--- src/rtl/eth_mmio_arbiter.sv ---
// eth_mmio_arbiter: round-robin share of the ethernet MMIO port with bus lock.
// Define ETH_MMIO_ARB_LOCK_TIMEOUT_EN to force-release locks after max_lock_p cycles.
module eth_mmio_arbiter #(
  parameter int num_req_p     = 2,
  parameter int data_width_p  = 32,
  parameter int addr_width_p  = 14,
  parameter int max_lock_p    = 64,
  parameter int size_width_lp =
    $clog2(((data_width_p/8) > 1 ? $clog2(data_width_p/8) : 1) + 1)
) (
  input  logic                              clk_i,
  input  logic                              reset_i,
  input  logic [num_req_p-1:0]              req_v_i,
  input  logic [num_req_p-1:0]              req_we_i,
  input  logic [num_req_p-1:0]              req_lock_i,
  input  logic [num_req_p*addr_width_p-1:0] req_addr_i,
  input  logic [num_req_p*size_width_lp-1:0] req_size_i,
  input  logic [num_req_p*data_width_p-1:0] req_data_i,
  output logic [num_req_p-1:0]              req_yumi_o,
  output logic [data_width_p-1:0]           resp_data_o,
  output logic [num_req_p-1:0]              resp_v_o,
  output logic [addr_width_p-1:0]           addr_o,
  output logic                              write_en_o,
  output logic                              read_en_o,
  output logic [size_width_lp-1:0]          op_size_o,
  output logic [data_width_p-1:0]           write_data_o,
  input  logic [data_width_p-1:0]           read_data_i,
  input  logic                              read_data_v_i,
  output logic                              lock_timeout_o
);

  localparam int id_w = $clog2(num_req_p);
  localparam logic [0:0] IDLE   = 1'b0;
  localparam logic [0:0] LOCKED = 1'b1;

  logic [0:0]      state_r, state_n;
  logic [id_w-1:0] rr_r, owner_r, rd_owner_r, gnt;
  logic            gnt_v, rd_v_r, rd_issue, release_w, timeout;

  // Later candidates overwrite earlier ones, so the nearest after rr wins.
  always_comb begin : arb
    logic [id_w-1:0] idx;
    idx   = rr_r;
    gnt   = rr_r;
    gnt_v = 1'b0;
    unique case (state_r)
      LOCKED: begin
        gnt   = owner_r;
        gnt_v = req_v_i[owner_r];
      end
      IDLE: begin
        for (int i = num_req_p; i >= 1; i--) begin
          idx = id_w'((int'(rr_r) + i) % num_req_p);
          if (req_v_i[idx]) begin
            gnt   = idx;
            gnt_v = 1'b1;
          end
        end
      end
    endcase
    if (reset_i) gnt_v = 1'b0;
  end

  assign release_w = gnt_v & ~req_lock_i[gnt];
  assign rd_issue  = gnt_v & ~req_we_i[gnt];

`ifdef ETH_MMIO_ARB_LOCK_TIMEOUT_EN
  localparam int cnt_w = (max_lock_p > 1) ? $clog2(max_lock_p) : 1;
  logic [cnt_w-1:0] cnt_r;

  assign timeout = ~reset_i & (state_r == LOCKED) & ~release_w
                 & (cnt_r == cnt_w'(max_lock_p - 1));

  always_ff @(posedge clk_i) begin
    if (reset_i || state_r != LOCKED) cnt_r <= '0;
    else                              cnt_r <= cnt_r + 1'b1;
  end
`else
  assign timeout = 1'b0;
`endif

  assign lock_timeout_o = timeout;

  always_comb begin
    state_n = state_r;
    unique case (state_r)
      IDLE:   if (gnt_v && req_lock_i[gnt]) state_n = LOCKED;
      LOCKED: if (release_w || timeout)     state_n = IDLE;
    endcase
  end

  always_ff @(posedge clk_i) begin
    if (reset_i) begin
      state_r    <= IDLE;
      rr_r       <= id_w'(num_req_p - 1);
      owner_r    <= '0;
      rd_owner_r <= '0;
      rd_v_r     <= 1'b0;
    end else begin
      state_r <= state_n;
      if (gnt_v && state_r == IDLE) begin
        rr_r    <= gnt;
        owner_r <= gnt;
      end
      if (rd_issue) begin
        rd_v_r     <= 1'b1;
        rd_owner_r <= gnt;
      end else if (read_data_v_i) begin
        rd_v_r <= 1'b0;
      end
    end
  end

  always_comb begin
    req_yumi_o = '0;
    if (gnt_v) req_yumi_o[gnt] = 1'b1;
    resp_v_o = '0;
    if (!reset_i && read_data_v_i && rd_v_r) resp_v_o[rd_owner_r] = 1'b1;
  end

  assign addr_o       = req_addr_i[gnt*addr_width_p +: addr_width_p];
  assign op_size_o    = req_size_i[gnt*size_width_lp +: size_width_lp];
  assign write_data_o = req_data_i[gnt*data_width_p +: data_width_p];
  assign write_en_o   = gnt_v & req_we_i[gnt];
  assign read_en_o    = rd_issue;
  assign resp_data_o  = read_data_i;

`ifndef SYNTHESIS
  always_ff @(posedge clk_i) begin
    if (!reset_i && read_data_v_i && !rd_v_r)
      $error("eth_mmio_arbiter: read data with no outstanding read");
  end
`endif

endmodule

--- config.mk ---
export PLATFORM = sky130hd
export DESIGN_NAME = eth_mmio_arbiter
export DESIGN_NICKNAME = d
export VERILOG_FILES = /design/src/rtl/eth_mmio_arbiter.sv
export SDC_FILE = /design/constraint.sdc
export NUM_CORES = 1
export LEC_CHECK = 0
export CORE_AREA = 2 2 88 90
export DETAILED_ROUTE_END_ITERATION = 8
export DIE_AREA = 0 0 90 92
export GPL_TIMING_DRIVEN = 0
export PLACE_DENSITY = 0.74
export SETUP_SLACK_MARGIN = 0.5
export SYNTH_ARGS = -nofsm -noshare
export SYNTH_HDL_FRONTEND = slang
export SYNTH_SLANG_ARGS = --single-unit
--- constraint.sdc ---
create_clock -name clk_i -period 2 [get_ports clk_i]
set_input_delay 0.4 -clock clk_i [delete_from_list [all_inputs] [get_ports clk_i]]
set_output_delay 0.4 -clock clk_i [all_outputs]
set_load 0.05 [all_outputs]
* Yosys cells after proc, flatten, opt, wreduce, memory -nomap -nowiden *
Cells that the tools add are included.
Widths: inputs -> output; s select.

word-level totals
  word-level logic and storage cells = 60
  register bits = 5
  bits of input ports = 137
  output and inout port bits = 87

operators by class
  reduce and logical (&&, ||, !) cells = 8
  shifts and indexed selects = 3
  multipliers = 1
  bitwise logic cells = 6
  magnitude comparators = 7
  muxes and demuxes = 28
  add/subtract/negate cells = 2

operator list
  operator             count
  $shiftx 64x7->32     1
  $shiftx 28x6->14     1
  $mux 1               21
  $lt 1x2->1 const B   5
  $logic_and 1x1->1    6
  $pmux 1 s2           3
  $mul 1x3->4 const B  1
  $mux 2               2
  $shiftx 4x3->2       1
  $and 1x1->1          3
  $not 1->1            3
  $add 1x1->1 const B  2
  $demux 1 s1          2
  $ge 1x1->1 const B   2
  $reduce_bool 2->1    1
  $logic_not 1->1      1

* Longest topological paths before layout *
  word-level depth = 12
  gate-level depth with buffers = 5
  gate-level depth less buffers = 4

* Least setup slack after synthesis *
No wires, ideal clock.

  path kind = input to output
  start point = input req_v_i[1]
  end point = output write_en_o
  cell stages on the path = 4
  buffers on the path = 0
  setup slack = -0.138 ns
  data required time = 1.600 ns
  data arrival time = 1.738 ns
  cells stage by stage = nor2b_1 o31ai_4 mux2i_1 nor2_1

on the way
  word-level cells in the longest chain between the ends = 8
  elaborated cells on any way between the ends = 16
  classes of those cells = 15 x mux; 1 x bitwise

RTL lines
  what                                        RTL line  RTL
  start, declared                             13        input logic [num_req_p-1:0] req_v_i,
  $mux 1 (not written as such) (2 in series)  54        if (req_v_i[idx]) begin
  $mux 1 (2 in series)                        54
  $pmux 1 s2                                  46        unique case (state_r)
  $mux 1 (not written as such) (2 in series)  124       assign write_en_o = gnt_v & req_we_i[gnt];
  $and 1x1->1 (*)                             124
  end, declared                               23        output logic write_en_o,

Every way passes the cells marked *; elsewhere a longest branch is shown, timed or not. The select of a mux whose other input is x is not followed.

* Worst setup path after layout *
  start point = register rr_r
  end point = output addr_o[2]

on the way
  word-level cells in the longest chain between the ends = 8
  elaborated cells on any way between the ends = 11
  classes of those cells = 2 x add/sub; 1 x mul; 1 x shift; 7 x mux

RTL lines
  what                                        RTL line  RTL
  start, declared                             37        logic [id_w-1:0] rr_r, owner_r, rd_owner_r, gnt;
  start signal, assigned                      95        rr_r <= id_w'(num_req_p - 1);
  start signal, assigned                      102       rr_r <= gnt;
  $add 1x1->1                                 53        idx = id_w'((int'(rr_r) + i) % num_req_p);
  $mux 1 (not written as such) (2 in series)  54
  $mux 1                                      54
  $mux 1 (*)                                  54
  $pmux 1 s2 (*)                              46
  $mul 1x3->4 (*)                             121       assign addr_o = req_addr_i[gnt*addr_width_p +: addr_width_p];
  $shiftx 28x6->14 (*)                        121
  end, declared                               22        output logic [addr_width_p-1:0] addr_o,

Marks and branches as above.

==> flow_summary_export.csv <==
group,metric,value,unit
route,vias_per_cell,3.933,
worst_setup_path,worstPathArrival,1.87,ns
die,die_w,90,um
timing,relSlewSlack,0.6584,
run_status,outcome,"complete, but fails checks",
clocking,htree_levels,1,
run_status,violations,"setup timing",
route,route.detailed.drc,0,
placement,port_buffers,190,
synthesis,synth_area_leader_cell,"mux2_2",
die,dieArea,0.008280,sq mm
synthesis,synth_compound_area_frac,0.08929,
grt,grt_max_degree,11,
die,core_area,0.007447,sq mm
layout,final_area,0.003924,sq mm
timing,tightest_slew,0.5144,ns
worst_setup_path,crit_type,"reg -> out",
worst_setup_path,end_kind,"primary output",
timing,min_period_over_period,1.136,
timing,hold_violations,0,
clocking,clkLatencyLatePin,0.22,ns
die,die_height,92,um
die,start_util,0.1599,
synthesis,yosys_warnings,0,
placement,dpl_cell_area,0.003437,sq mm
pwr,cellPowerDensity,598.7,mW/mm^2
worst_setup_path,startpoint_type,"flop",
route,wire_per_inst,13.65,um
synthesis,syn_nets,267,
layout,drive_gt1_frac,0.5306,
synthesis,synth_edf_count,0,
worst_setup_path,cp_max_fo,5,
grt,grt_pass1_wl,9.039,mm
grt,grt_overflow,0,
pwr,internal_power,1.276,mW
timing,final-setup-viol-count,52,
clocking,clock-sinks,5,
grt,track_usage,0.1314,
run,maxCapViolCount,0,
layout,fill_cells,685,
synthesis,synthCells,130,
synthesis,ys.flop_type,"dfxtp_1",
die,num_rows,32,
layout,area_delta_synth_final,229.4,%
timing,worst_clock_skew,0.0005833,ns
synthesis,synth.avg_cell_area,9.163,sq um
timing,min_period,2.272,ns
synthesis,synth_common_cells,"mux2_2, buf_4, mux2_1",
pwr,seqPwrFrac,0.051,
worst_setup_path,crit_required,1.60,ns
synthesis,synth_top_area_share,0.3971,
synthesis,synth_area_leaders,"mux2_2, buf_4, dfxtp_1",
placement,hpwl,4.801,mm
clocking,cts_tree,"done",
synthesis,synth_top_family_by_area,"multiplexers",
pwr,leakagePower,1.862,nW
synthesis,synthArstFlopShare,0,
clocking,clockBufferDepth,2,
layout,antennaDiodeCount,0,
pwr,power.switching,1.073,mW
pwr,pwr-share-comb,0.868,
timing,timing.final.ws_setup,-0.2716,ns
route,drt_wl_total,6.074,mm
worst_setup_path,rr_worst_depth,8,
route,vias,1750,
clocking,cts-root-buf,"clkbuf_8",
pwr,swShare,0.4568,
synthesis,yosysMostFrequentCell,"mux2_2",
clocking,cts.clk_slew.worst_paths,0.04,ns
synthesis,synth_fa_ha_area_frac,0,
timing,fin_tns_setup,-11.69,ns
synthesis,synth_seq_cells,5,
grt,antenna_found_initial,0,
pwr,pwr-share-clk,0.081,
timing,clock.fmax,440.2,MHz
synthesis,yosys.area_share.xor_xnor,0,
synthesis,yosysUniqueCellTypes,23,
synthesis,synthMuxAreaShare,0.4800,
pwr,ir_drop,0.4095,mV
synthesis,syn-cell-area,0.001191,sq mm
synthesis,yosys.area_share.simple,0.08193,
worst_hold_path,hp-class,"in -> reg",
die,ios,224,
pwr,finalPower,2.349,mW
layout,fin_util,0.5269,
clocking,numCtsBuffers,3,
layout,fin_nets,481,
timing,slew_viol_final,0,
placement,gp_congestion,0.7386,
synthesis,yosysSeqAreaShare,0.08403,
route,firstDrtPassIters,3,
route,drt_iter0_markers,21,
timing,rsz0062_at_grt,"true",
route,antenna_left,0,
grt,grt_pass1_vias,1775,
worst_hold_path,hold-path-cell-count,2,
-- layout make-up --
class | count | area [sq um] | area share
timing repair buffer | 209 | 2237 | 0.5702
sequential | 5 | 103.9 | 0.02647
tap | 102 | 127.6 | 0.03253
inverter | 2 | 7.507 | 0.001913
clock buffer | 4 | 45.04 | 0.01148
buffer | 39 | 361.6 | 0.09216
multi-input combinational | 84 | 1041 | 0.2653
-- power groups by stage --
stage	registers, mW	logic (mW)	clock network (mW)
floorplan	0.118	1.15	0
global placement	0.120	1.71	0
detailed placement	0.121	1.72	0
CTS	0.119	1.98	0.193
global route	0.121	2.11	0.200
finish	0.120	2.04	0.190
-- layer usage --
metal  track usage  vias up  routed length, um
li1              -      849                  -
met4       0.01923        0                 36
met5             0        -                  0
met2        0.2563      110               3346
met1        0.1516      787               2266
met3       0.02301        4                425
-- cells by family after synthesis --
kind of cell | Yosys count
AOI/OAI and AO/OA | 14
buffers and inverters | 41
DFF | 5
muxes | 51
other | 1
and+or+nand+nor | 18
-- layout by cell type, fill, tap and decap left out, drive strengths merged --
| cell | netlist | final |
|---|---|---|
| a211o | 3 | 3 |
| a211oi | 1 | 1 |
| a21oi | 4 | 4 |
| a22o | 1 | 1 |
| and2 | 2 | 2 |
| and3 | 1 | 1 |
| buf | 38 | 113 |
| clkbuf | 1 | 6 |
| clkdlybuf4s50 | 0 | 100 |
| conb | 1 | 1 |
| dfxtp | 5 | 5 |
| dlygate4sd2 | 0 | 33 |
| inv | 2 | 2 |
| mux2 | 49 | 49 |
| mux2i | 2 | 2 |
| nand2 | 1 | 1 |
| nand2b | 3 | 3 |
| nor2 | 6 | 6 |
| nor2b | 4 | 4 |
| o21ai | 3 | 3 |
| o31ai | 2 | 2 |
| or3b | 1 | 1 |
-- path summary, 6_finish.rpt --
check | from | end | slack (ns)
setup / recovery | rr_r$_SDFFE_PP1P_ | addr_o[2] | -0.27
hold / removal | reset_i | flop | 0.38
setup reg to reg | rr_r$_SDFFE_PP1P_ | rd_owner_r$_SDFFE_PP0P_ | 0.50
hold reg to reg | owner_r$_SDFFE_PP0P_ | owner_r$_SDFFE_PP0P_ | 0.55
-- timing repair --
item / CTS / global route
pin swaps: 1 / 2
cloned: 2 / 1
buffers inserted: 12 / 4
resized for setup: 458 / 14
endpoints found under the setup margin: 89 / 57
hold buffers: 0 / 0
-- metrics by stage --
stage | hold WS, ns | cells | setup WS, ns
3_5_place_dp | 0.5425 | 422 | -1.452
2_1_floorplan | 0.4691 | 130 | 0.01619
4_1_cts | 0.4158 | 440 | -0.2653
3_3_place_gp | 0.5508 | 422 | -1.446
6_report | 0.3844 | 445 | -0.2716
5_1_grt | 0.3981 | 445 | -0.3292
-- critical path, stage by stage (launching register included) --
cell and delay (ns):
dfxtp_4 0.35, nor2b_4 0.13, o31ai_4 0.24, buf_6 0.14, buf_12 0.11, buf_6 0.09, buf_12 0.11, mux2_4 0.31
buf_8 0.15
Note: power is estimated with default switching activity, not from simulation.
